<file path="config.mk">
export PLATFORM = sky130hd
export DESIGN_NAME = mac_seq
export DESIGN_NICKNAME = d
export VERILOG_FILES = /design/src/rtl/sh7034_pkg.sv /design/src/rtl/mac_seq.sv
export SDC_FILE = /design/constraint.sdc
export NUM_CORES = 1
export LEC_CHECK = 0
export ABC_AREA = 1
export BUFFER_PORTS_ARGS = -buffer_cell sky130_fd_sc_hd__buf_2
export CAP_MARGIN = 5
export CORE_MARGIN = 2
export CORE_UTILIZATION = 39
export DETAILED_ROUTE_END_ITERATION = 8
export PLACE_DENSITY_LB_ADDON = 0.08
export RECOVER_POWER = 100
export SLEW_MARGIN = 40
export SYNTH_ARGS = -nofsm -noshare
export SYNTH_HDL_FRONTEND = slang
export SYNTH_SLANG_ARGS = --single-unit
</file>
<file path="constraint.sdc">
create_clock -name CLK -period 2.9 [get_ports CLK]
set_input_delay 0.58 -clock CLK [delete_from_list [all_inputs] [get_ports CLK]]
set_output_delay 0.58 -clock CLK [all_outputs]
set_load 0.02 [all_outputs]
</file>
<file path="src/rtl/sh7034_pkg.sv">
// Shared encodings for the SH7034 multiplier command sequencer: op codes,
// MACH/MACL select codes, sequencer state type and small decode helpers.
package sh7034_pkg;

  typedef enum logic [2:0] {
    ST_IDLE,
    ST_FETCH_N,
    ST_FETCH_M,
    ST_ISSUE,
    ST_WAIT,
    ST_READ
  } state_e;

  localparam logic [3:0] OP_LDS_R   = 4'b0000;
  localparam logic [3:0] OP_LDS_M   = 4'b1000;
  localparam logic [3:0] OP_MUL_L   = 4'b0001;
  localparam logic [3:0] OP_DMULU_L = 4'b0010;
  localparam logic [3:0] OP_DMULS_L = 4'b0011;
  localparam logic [3:0] OP_MULU_W  = 4'b0110;
  localparam logic [3:0] OP_MULS_W  = 4'b0111;
  localparam logic [3:0] OP_MAC_L   = 4'b1001;
  localparam logic [3:0] OP_MAC_W   = 4'b1011;
  localparam logic [3:0] OP_CLRMAC  = 4'b1111;
  localparam logic [3:0] OP_STS     = 4'b0100;

  localparam logic [1:0] SEL_NONE = 2'b00;
  localparam logic [1:0] SEL_MACL = 2'b01;
  localparam logic [1:0] SEL_MACH = 2'b10;
  localparam logic [1:0] SEL_BOTH = 2'b11;

  function automatic logic sel_valid(input logic [1:0] sel);
    return (sel == SEL_MACL) || (sel == SEL_MACH);
  endfunction

  function automatic logic is_mac(input logic [3:0] op);
    return (op == OP_MAC_L) || (op == OP_MAC_W);
  endfunction

  function automatic logic is_mul_long(input logic [3:0] op);
    return (op == OP_MUL_L) || (op == OP_DMULU_L) || (op == OP_DMULS_L);
  endfunction

  function automatic logic [31:0] post_inc(input logic [3:0] op);
    return (op == OP_MAC_W) ? 32'd2 : 32'd4;
  endfunction

endpackage

</file>
<file path="src/rtl/mac_seq.sv">
// Multiplier command sequencer: operand fetch, MACH/MACL writes, STS read-back.
// Define MAC_SEQ_INTERLOCK_EN to hold CMD_READY low for two cycles after the last write.
module mac_seq
  import sh7034_pkg::*;
(
  input  logic        CLK,
  input  logic        RST_N,
  input  logic        CE_R,
  input  logic        CE_F,
  input  logic        CMD_VALID,
  output logic        CMD_READY,
  input  logic [3:0]  CMD_OP,
  input  logic [1:0]  CMD_SEL,
  input  logic        CMD_S,
  input  logic [31:0] CMD_RM,
  input  logic [31:0] CMD_RN,
  output logic [27:0] MEM_A,
  output logic        MEM_REQ,
  input  logic        MEM_BUSY,
  input  logic [31:0] MEM_DI,
  output logic [1:0]  MAC_SEL,
  output logic [3:0]  MAC_OP,
  output logic        MAC_S,
  output logic        MAC_WE,
  output logic [27:0] MAC_A,
  output logic [31:0] MAC_DO,
  input  logic [31:0] MAC_DI,
  output logic [31:0] RES_DATA,
  output logic        RES_VALID,
  output logic [31:0] RM_NEXT,
  output logic [31:0] RN_NEXT,
  output logic        RM_WE,
  output logic        RN_WE
);

  logic unused_ce_f;
  assign unused_ce_f = CE_F;

  state_e      state_q, state_d;
  logic        phase_q, phase_d;
  logic [1:0]  cnt_q, cnt_d;
  logic [3:0]  op_q, op_d;
  logic [1:0]  sel_q, sel_d;
  logic        s_q, s_d;
  logic [31:0] rm_q, rm_d, rn_q, rn_d;

  logic        ready_q, ready_d;
  logic        mem_req_q, mem_req_d;
  logic [27:0] mem_a_q, mem_a_d;
  logic [1:0]  mac_sel_q, mac_sel_d;
  logic [3:0]  mac_op_q, mac_op_d;
  logic        mac_s_q, mac_s_d;
  logic        mac_we_q, mac_we_d;
  logic [27:0] mac_a_q, mac_a_d;
  logic [31:0] mac_do_q, mac_do_d;
  logic        fwe_q, fwe_d;
  logic [31:0] res_data_q, res_data_d;
  logic        res_valid_q, res_valid_d;
  logic [31:0] rm_next_q, rm_next_d, rn_next_q, rn_next_d;
  logic        rm_we_q, rm_we_d, rn_we_q, rn_we_d;
  logic        done;

  always_comb begin
    state_d     = state_q;
    phase_d     = phase_q;
    cnt_d       = cnt_q;
    op_d        = op_q;
    sel_d       = sel_q;
    s_d         = s_q;
    rm_d        = rm_q;
    rn_d        = rn_q;
    res_data_d  = res_data_q;
    res_valid_d = 1'b0;
    rm_next_d   = rm_next_q;
    rn_next_d   = rn_next_q;
    rm_we_d     = 1'b0;
    rn_we_d     = 1'b0;
    done        = 1'b0;

    case (state_q)
      ST_IDLE: begin
        if (CMD_VALID && ready_q) begin
          op_d    = CMD_OP;
          sel_d   = CMD_SEL;
          s_d     = CMD_S;
          rm_d    = CMD_RM;
          rn_d    = CMD_RN;
          phase_d = 1'b1;
          case (CMD_OP)
            OP_MUL_L, OP_DMULU_L, OP_DMULS_L: begin
              state_d = ST_ISSUE;
              phase_d = 1'b0;
            end
            OP_MULU_W, OP_MULS_W, OP_CLRMAC: state_d = ST_ISSUE;
            OP_LDS_R: if (sel_valid(CMD_SEL)) state_d = ST_ISSUE;
            OP_LDS_M:           state_d = ST_FETCH_M;
            OP_MAC_L, OP_MAC_W: state_d = ST_FETCH_N;
            OP_STS:             state_d = ST_READ;
            default:            state_d = ST_IDLE;
          endcase
        end
      end
      ST_ISSUE: begin
        if (!phase_q) phase_d = 1'b1;
        else          done    = 1'b1;
      end
      ST_FETCH_N: begin
        if (!MEM_BUSY) begin
          rn_next_d = rn_q + post_inc(op_q);
          rn_we_d   = 1'b1;
          state_d   = ST_FETCH_M;
        end
      end
      ST_FETCH_M: begin
        if (!MEM_BUSY) begin
          rm_next_d = rm_q + post_inc(op_q);
          rm_we_d   = 1'b1;
          done      = 1'b1;
        end
      end
      ST_READ: begin
        res_valid_d = 1'b1;
        res_data_d  = sel_valid(sel_q) ? MAC_DI : '0;
        state_d     = ST_IDLE;
      end
      ST_WAIT: begin
        cnt_d = cnt_q - 2'd1;
        if (cnt_q == 2'd1) state_d = ST_IDLE;
      end
      default: state_d = ST_IDLE;
    endcase

    if (done) begin
`ifdef MAC_SEQ_INTERLOCK_EN
      if (state_q == ST_ISSUE || fwe_q) begin
        state_d = ST_WAIT;
        cnt_d   = 2'd2;
      end else begin
        state_d = ST_IDLE;
      end
`else
      state_d = ST_IDLE;
`endif
    end

    // Outputs are decoded from the next state so they appear registered.
    ready_d   = (state_d == ST_IDLE) && (cnt_d == 2'd0);
    mem_req_d = 1'b0;
    mem_a_d   = '0;
    mac_sel_d = SEL_NONE;
    mac_op_d  = '0;
    mac_s_d   = 1'b0;
    mac_we_d  = 1'b0;
    mac_a_d   = '0;
    mac_do_d  = '0;
    fwe_d     = 1'b0;

    case (state_d)
      ST_ISSUE: begin
        mac_we_d = 1'b1;
        mac_op_d = op_d;
        if (is_mul_long(op_d)) begin
          mac_sel_d = phase_d ? SEL_MACH : SEL_MACL;
          mac_do_d  = phase_d ? rm_d : rn_d;
        end else if (op_d == OP_MULU_W || op_d == OP_MULS_W) begin
          mac_sel_d = SEL_MACH;
          mac_do_d  = {rm_d[15:0], rn_d[15:0]};
        end else if (op_d == OP_CLRMAC) begin
          mac_sel_d = SEL_BOTH;
        end else begin
          mac_sel_d = sel_d;
          mac_do_d  = rm_d;
        end
      end
      ST_FETCH_N: begin
        mem_req_d = 1'b1;
        mem_a_d   = rn_d[27:0];
        mac_a_d   = rn_d[27:0];
        mac_sel_d = SEL_MACL;
        mac_op_d  = op_d;
        mac_s_d   = s_d;
        fwe_d     = 1'b1;
      end
      ST_FETCH_M: begin
        mem_req_d = 1'b1;
        mem_a_d   = rm_d[27:0];
        mac_a_d   = rm_d[27:0];
        mac_sel_d = is_mac(op_d) ? SEL_MACH : sel_d;
        mac_op_d  = op_d;
        mac_s_d   = s_d & is_mac(op_d);
        fwe_d     = is_mac(op_d) || sel_valid(sel_d);
      end
      ST_READ: begin
        mac_sel_d = sel_d;
        mac_op_d  = op_d;
      end
      default: ;
    endcase
  end

  always_ff @(posedge CLK) begin
    if (!RST_N) begin
      state_q     <= ST_IDLE;
      phase_q     <= 1'b0;
      cnt_q       <= '0;
      op_q        <= '0;
      sel_q       <= '0;
      s_q         <= 1'b0;
      rm_q        <= '0;
      rn_q        <= '0;
      ready_q     <= 1'b1;
      mem_req_q   <= 1'b0;
      mem_a_q     <= '0;
      mac_sel_q   <= '0;
      mac_op_q    <= '0;
      mac_s_q     <= 1'b0;
      mac_we_q    <= 1'b0;
      mac_a_q     <= '0;
      mac_do_q    <= '0;
      fwe_q       <= 1'b0;
      res_data_q  <= '0;
      res_valid_q <= 1'b0;
      rm_next_q   <= '0;
      rn_next_q   <= '0;
      rm_we_q     <= 1'b0;
      rn_we_q     <= 1'b0;
    end else if (CE_R) begin
      state_q     <= state_d;
      phase_q     <= phase_d;
      cnt_q       <= cnt_d;
      op_q        <= op_d;
      sel_q       <= sel_d;
      s_q         <= s_d;
      rm_q        <= rm_d;
      rn_q        <= rn_d;
      ready_q     <= ready_d;
      mem_req_q   <= mem_req_d;
      mem_a_q     <= mem_a_d;
      mac_sel_q   <= mac_sel_d;
      mac_op_q    <= mac_op_d;
      mac_s_q     <= mac_s_d;
      mac_we_q    <= mac_we_d;
      mac_a_q     <= mac_a_d;
      mac_do_q    <= mac_do_d;
      fwe_q       <= fwe_d;
      res_data_q  <= res_data_d;
      res_valid_q <= res_valid_d;
      rm_next_q   <= rm_next_d;
      rn_next_q   <= rn_next_d;
      rm_we_q     <= rm_we_d;
      rn_we_q     <= rn_we_d;
    end
  end

  // A fetch write strobes in the cycle the read completes, forwarding MEM_DI directly.
  assign MAC_WE    = mac_we_q | (fwe_q & mem_req_q & ~MEM_BUSY & CE_R & RST_N);
  assign MAC_DO    = mem_req_q ? MEM_DI : mac_do_q;
  assign CMD_READY = ready_q;
  assign MEM_REQ   = mem_req_q;
  assign MEM_A     = mem_a_q;
  assign MAC_SEL   = mac_sel_q;
  assign MAC_OP    = mac_op_q;
  assign MAC_S     = mac_s_q;
  assign MAC_A     = mac_a_q;
  assign RES_DATA  = res_data_q;
  assign RES_VALID = res_valid_q;
  assign RM_NEXT   = rm_next_q;
  assign RN_NEXT   = rn_next_q;
  assign RM_WE     = rm_we_q;
  assign RN_WE     = rn_we_q;

endmodule
</file>
; ---- Word-level counts from Yosys, hierarchy flattened
; Cells that the tools add are included.
[classes]
n_mux = 47
eq_ne = 35
n_bitwise = 7
n_reduce_logical = 23
n_addsub = 3
[op_table]
columns = op, count
row1 = 32-bit two-way mux, 11
row2 = 28-bit case mux with 2 select lines, 1
row3 = 32-bit by 3-bit adder with 32-bit output, 1
row4 = 32-bit adder, 1
row5 = "4-bit == test, second input constant", 8
row6 = "4-bit by 3-bit == test with 1-bit output, second input constant", 5
row7 = 3-bit two-way mux, 6
row8 = "4-bit by 2-bit == test with 1-bit output, second input constant", 4
row9 = 2-bit two-way mux, 8
row10 = 3-bit case mux with 5 select lines, 1
row11 = "3-bit by 2-bit == test with 1-bit output, second input constant", 4
row12 = 4-bit two-way mux, 3
row13 = 3-bit case mux with 4 select lines, 1
row14 = 1-bit two-way mux, 11
row15 = "3-bit == test, second input constant", 3
row16 = "2-bit by 1-bit == test with 1-bit output, second input constant", 4
row17 = "4-bit by 1-bit == test with 1-bit output, second input constant", 2
row18 = 1-bit logical OR, 8
row19 = 1-bit case mux with 2 select lines, 4
row20 = 2-bit case mux with 4 select lines, 1
row21 = "2-bit == test, second input constant", 3
row22 = "3-bit by 1-bit == test with 1-bit output, second input constant", 2
row23 = 3-bit logical NOT, 2
row24 = 3-bit AND reduction, 2
row25 = other kinds (12), 19
[totals]
reg_bits = 247
output_inout_bits = 197
wordCells = 138

; ---- Longest topological paths before layout
[logic_depth]
ltp_word = 10
depth_mapped = 17

; ---- Worst setup path before layout
; No wires, ideal clock.
[synth_path]
path_type = reg-to-reg
from = reg op_q[3]
to = reg rm_next_q[29], in the netlist RM_NEXT[29]
period_less_slack_ns = 2.485
path_stages_with_launch = 13
arrival_time_ns = 2.369
setup_slack_ns = 0.415
t_required_ns = 2.784
path_cell_list = dfxtp_1 -> nand4_1 -> inv_1 -> ha_1 -> inv_1 -> fa_1 -> nor3_1 -> inv_1 -> nor4_1 -> or2_2 -> nand3_1 -> o211ai_1 -> inv_1
[synth_between]
elab_chain_len = 3
[synth_rtl]
columns = item, line
row1 = from (decl), mac_seq.sv:42  ; logic [3:0] op_q, op_d;
row2 = from (signal assigned), mac_seq.sv:231  ; op_q <= op_d;
row3 = 4-bit == test, sh7034_pkg.sv:44  ; return (op == OP_MAC_W) ? 32'd2 : 32'd4;
row4 = 3-bit two-way mux, sh7034_pkg.sv:44
row5 = 32-bit by 3-bit adder with 32-bit output, mac_seq.sv:116  ; rm_next_d = rm_q + post_inc(op_q);
row6 = to (signal assigned), mac_seq.sv:248  ; rm_next_q <= rm_next_d;
row7 = to (decl), mac_seq.sv:59  ; logic [31:0] rm_next_q, rm_next_d, rn_next_q, rn_next_d;
; Every way passes these cells.
; A chain may end at the register's enable or synchronous reset.

; ---- Worst setup path after layout
[layout_path]
from = reg ready_q, in the netlist CMD_READY
to = reg mac_do_q[7]
[layout_between]
elab_chain_len = 8
elab_cells_between_ends = 27
cone_classes = eq/ne: 7 / mux: 16 / reduce/logical: 4
[layout_rtl]
columns = item, line
row1 = from (decl), mac_seq.sv:47  ; logic ready_q, ready_d;
row2 = from (signal assigned), mac_seq.sv:236  ; ready_q <= ready_d;
row3 = 1-bit logical AND (*), mac_seq.sv:82  ; if (CMD_VALID && ready_q) begin
row4 = 4-bit two-way mux, mac_seq.sv:82
row5 = 4-bit two-way mux, mac_seq.sv:80  ; case (state_q)
row6 = 4-bit == test (tied with other cells), mac_seq.sv:168  ; end else if (op_d == OP_CLRMAC) begin
row7 = 32-bit two-way mux (tied with other cells), mac_seq.sv:168
row8 = 32-bit two-way mux / 1-bit logical OR (equally long branches), "mac_seq.sv:165, sh7034_pkg.sv:40"
row9 = 32-bit two-way mux, mac_seq.sv:162  ; if (is_mul_long(op_d)) begin
row10 = 32-bit two-way mux (*), mac_seq.sv:158  ; case (state_d)
row11 = to (signal assigned), mac_seq.sv:244  ; mac_do_q <= mac_do_d;
row12 = to (decl), mac_seq.sv:55  ; logic [31:0] mac_do_q, mac_do_d;
; Every way passes the cells marked *; elsewhere a longest branch is shown, timed or not.

==> results.yml <==
yosys:
  synthDistinctLibCells: 40
  ys_seq_area_share_pct: 38.1
  ys_seq_elements: 247
  syn_nets: 2091
  postSynthAreaPerCell_um2: 6.69
  syn_area_um2: 13000
  netlist_instances: 1943
  synth_warnings: 0
setup_path:
  critPathKind: "flip-flop to flip-flop"
  r2r_cells: 10
  cp.arrival_ns: 3.11
  r2r_end: "mac_do_q[7]$_SDFFE_PN0P_"
  r2r_start: "CMD_READY$_SDFFE_PN1P_"
  crit_path_start: "CMD_READY$_SDFFE_PN1P_"
  cp-endpoint: "mac_do_q[7]$_SDFFE_PN0P_"
  end_kind: "flip-flop"
  worst-r2r-setup-slack_ns: 0.22
  critPathMaxFanout: 56
  cp.required_ns: 3.33
  critPathLaunchType: "flip-flop"
finish:
  antenna_cells: 0
  final_area_um2: 15900
  fin_cells: 2698
  nNetsFinal: 2383
  drive_gt1_share_pct: 13.5
  syn_to_final_growth_pct: 22.5
cts:
  htreeDepth: 1
  hold_buffers: 0
  insertion_delay_ns: 0.55
  cts_sinks: 247
  cts-root-buf: "clkbuf_16"
  clkTransAtPathRegs_ns: 0.06
  cts_buffer_depth: 3
  cts_made_buffers: 28
  cts_tree: "yes"
job:
  drv_cap: 0
timing:
  fmax_mhz: 373
  post-route-period-util_pct: 92.4
  fin_crit_ns: 2.68
  rsz0062_at_grt: "no"
  slew_headroom_pct: 5.89
  tns_ns: 0
  worstMarginPinSlew_ns: 1.41
  finalHoldViolCount: 0
  maxSlewViolCount: 0
  finalClockSkew_ns: 0.0147
  final-setup-viol-count: 0
pwr:
  p_clk_share_pct: 41.5
  pwr-share-comb_pct: 19.9
  swShare_pct: 30.6
  ir_worst_vdd_v: 0.000435
  powerDensity_nw_per_um2: 606
  power.switching_uw: 2960
  p_seq_share_pct: 38.5
  power_report.internal_total_uw: 6690
  p_leak_uw: 0.00755
floorplan:
  io_pins: 338
  core_area_um2: 32700
  die-width_um: 187
  initial_utilization_pct: 39.7
  rows: 66
  die-height_um: 187
  dieArea_um2: 34800
grt:
  grt_max_degree: 148
  grt_pass1_vias: 12423
  grt_use_total_pct: 25.4
  grt_antenna_before_repair: 0
  gr-total-overflow: 0
  grt_pass1_wl_um: 70700
detailed_routing:
  drtAntennaViolNets: 0
  routed_wl_um: 45400
  drc: 0
  drt_iter0_drc: 1131
  drtPass1Iterations: 5
  num_vias: 13412
  via_per_inst: 4.97
  wl_per_cell_um: 16.8
placement:
  gp_congestion: 0.900
  place_inst: 2646
  dpl.hpwl_um: 34200
  numPortBuffers: 336
  dpl_cell_area_um2: 15100
run_status:
  outcome: "completed"
hold_path:
  worstHoldPathType: "input pin to flip-flop"
[flip-flops by register name, summed over array words and instances, names as in the netlist, 4 cells and up]
register	flops
RES_DATA	32
RM_NEXT	32
RN_NEXT	32
mac_do_q	32
rm_q	32
rn_q	32
MAC_A	28
MAC_OP	4
op_q	4
[logic make-up (layout without fill, tap and decap cells)]
family	count (synthesis)	after routing	share of synthesized area, %
adders and majority gates	7	7	0.790
AOI/OAI and AO/OA	401	401	17.8
and+or+nand+nor	857	857	27.5
xor gates and xnor gates	43	43	2.90
muxes	12	12	0.925
buffers and inverters	376	689	12.0
DFF	247	247	38.1
[routing by layer]
metal | vias to the layer above | track usage [%] | share of wire (%)
li1 | 6831 | - | -
met1 | 6065 | 36.5 | 47
met2 | 447 | 39.2 | 43
met3 | 69 | 3.89 | 6.8
met4 | 0 | 7.63 | 2.8
met5 | - | 0 | 0
[metrics by stage]
stage	hold slack, ns	utilization [%]	total power (µW)	worst slack (ns)
2_1_floorplan	0.439	-	5050	0.415
3_3_place_gp	0.452	46.2	5720	0.0545
3_5_place_dp	0.455	46.2	5730	0.0867
4_1_cts	0.244	49.4	9770	0.0670
5_1_grt	0.265	48.7	10100	0.0217
6_report	0.263	48.7	9650	0.220
[worst max-delay path, cell delays in order, from the launching register on]
cell and delay [ns]:
dfxtp_1 0.35, nand2_1 0.26, inv_1 0.22, nand2_1 0.21, buf_12 0.23, o21ai_0 0.73
nand3_1 0.15, nand3_1 0.12, nor2_1 0.05, a21oi_1 0.13, nor2_1 0.06
[cells in the final DEF (no fill, tap or decap), drive strengths merged, types with 4 or more instances in the layout]
master / instances
a21oi: 120
a22oi: 32
a31oi: 4
buf: 217
bufinv: 7
clkbuf: 224
clkinv: 7
dfxtp: 247
ha: 5
inv: 234
mux2i: 12
nand2: 404
nand3: 99
nand4: 18
nor2: 288
nor3: 32
nor4: 7
o211ai: 77
o21ai: 164
or2: 8
xor2: 41
[repair_timing]
action                     CTS  global route
setup endpoints to repair    0            14
hold endpoints to repair     0             0
gates resized for setup      0             9
buffers inserted             0             1
[worst min-delay path by stage]
stage	cells after the start	end	start
after floorplan	2	RM_NEXT[0]$_SDFFE_PN0P_	rm_q[0]$_SDFFE_PN0P_
after global placement	2	RM_WE$_SDFFE_PN0P_	RM_WE$_SDFFE_PN0P_
after detailed placement	2	RM_WE$_SDFFE_PN0P_	RM_WE$_SDFFE_PN0P_
after CTS	3	RES_DATA[30]$_SDFFE_PN0P_	MAC_DI[30]
after global routing	3	RES_DATA[12]$_SDFFE_PN0P_	MAC_DI[12]
final	3	RES_DATA[27]$_SDFFE_PN0P_	MAC_DI[27]
[power by group through the flow]
stage                     registers (µW)  logic, µW  clock network [µW]
after floorplan                     3830       1220                   0
after global placement              3780       1940                   0
after detailed placement            3780       1950                   0
after CTS                           3710       1960                4100
after global routing                3740       2130                4240
final                               3720       1920                4010
[cell type report]
cell class / count / area (µm²)
fillers: 3540 / 16800
multi-input cells: 1320 / 6500
flip-flops and latches: 247 / 4940
repair buffers: 400 / 1990
inverters: 238 / 895
clock buffers: 41 / 811
well taps: 442 / 553
clock inverters: 10 / 225
[synth_stat cells]
cell type / instances / area [µm²]
o21ai_1: 5 / 25.0
nor2_1: 280 / 1050
buf_1: 9 / 33.8
nor3_2: 3 / 30.0
o211ai_1: 77 / 578
o21ai_0: 158 / 791
mux2i_1: 12 / 120
o21ai_2: 1 / 8.76
fa_1: 2 / 40.0
a31oi_1: 4 / 25.0
nand4_1: 18 / 113
clkinv_1: 3 / 11.3
clkbuf_1: 77 / 289
buf_4: 28 / 210
nand2_1: 396 / 1490
dfxtp_1: 247 / 4940
ha_1: 5 / 62.6
xnor2_1: 2 / 17.5
a31o_2: 1 / 8.76
nor3_1: 29 / 145
nand2_2: 4 / 25.0
a22oi_1: 32 / 240
and2_1: 1 / 6.26
inv_1: 229 / 860
o21a_1: 2 / 15.0
buf_6: 3 / 33.8
nor4_1: 7 / 43.8
nor2_2: 5 / 31.3
inv_2: 6 / 22.5
nand3_4: 1 / 17.5
or2_2: 8 / 50.1
nand3_2: 1 / 10.0
a211oi_1: 1 / 7.51
xor2_1: 41 / 359
nand3_1: 97 / 485
nor2_4: 3 / 33.8
a21oi_1: 118 / 591
buf_2: 21 / 105
a21oi_2: 2 / 17.5
nand2_4: 4 / 45.0
(Power assumes the default switching activity.)
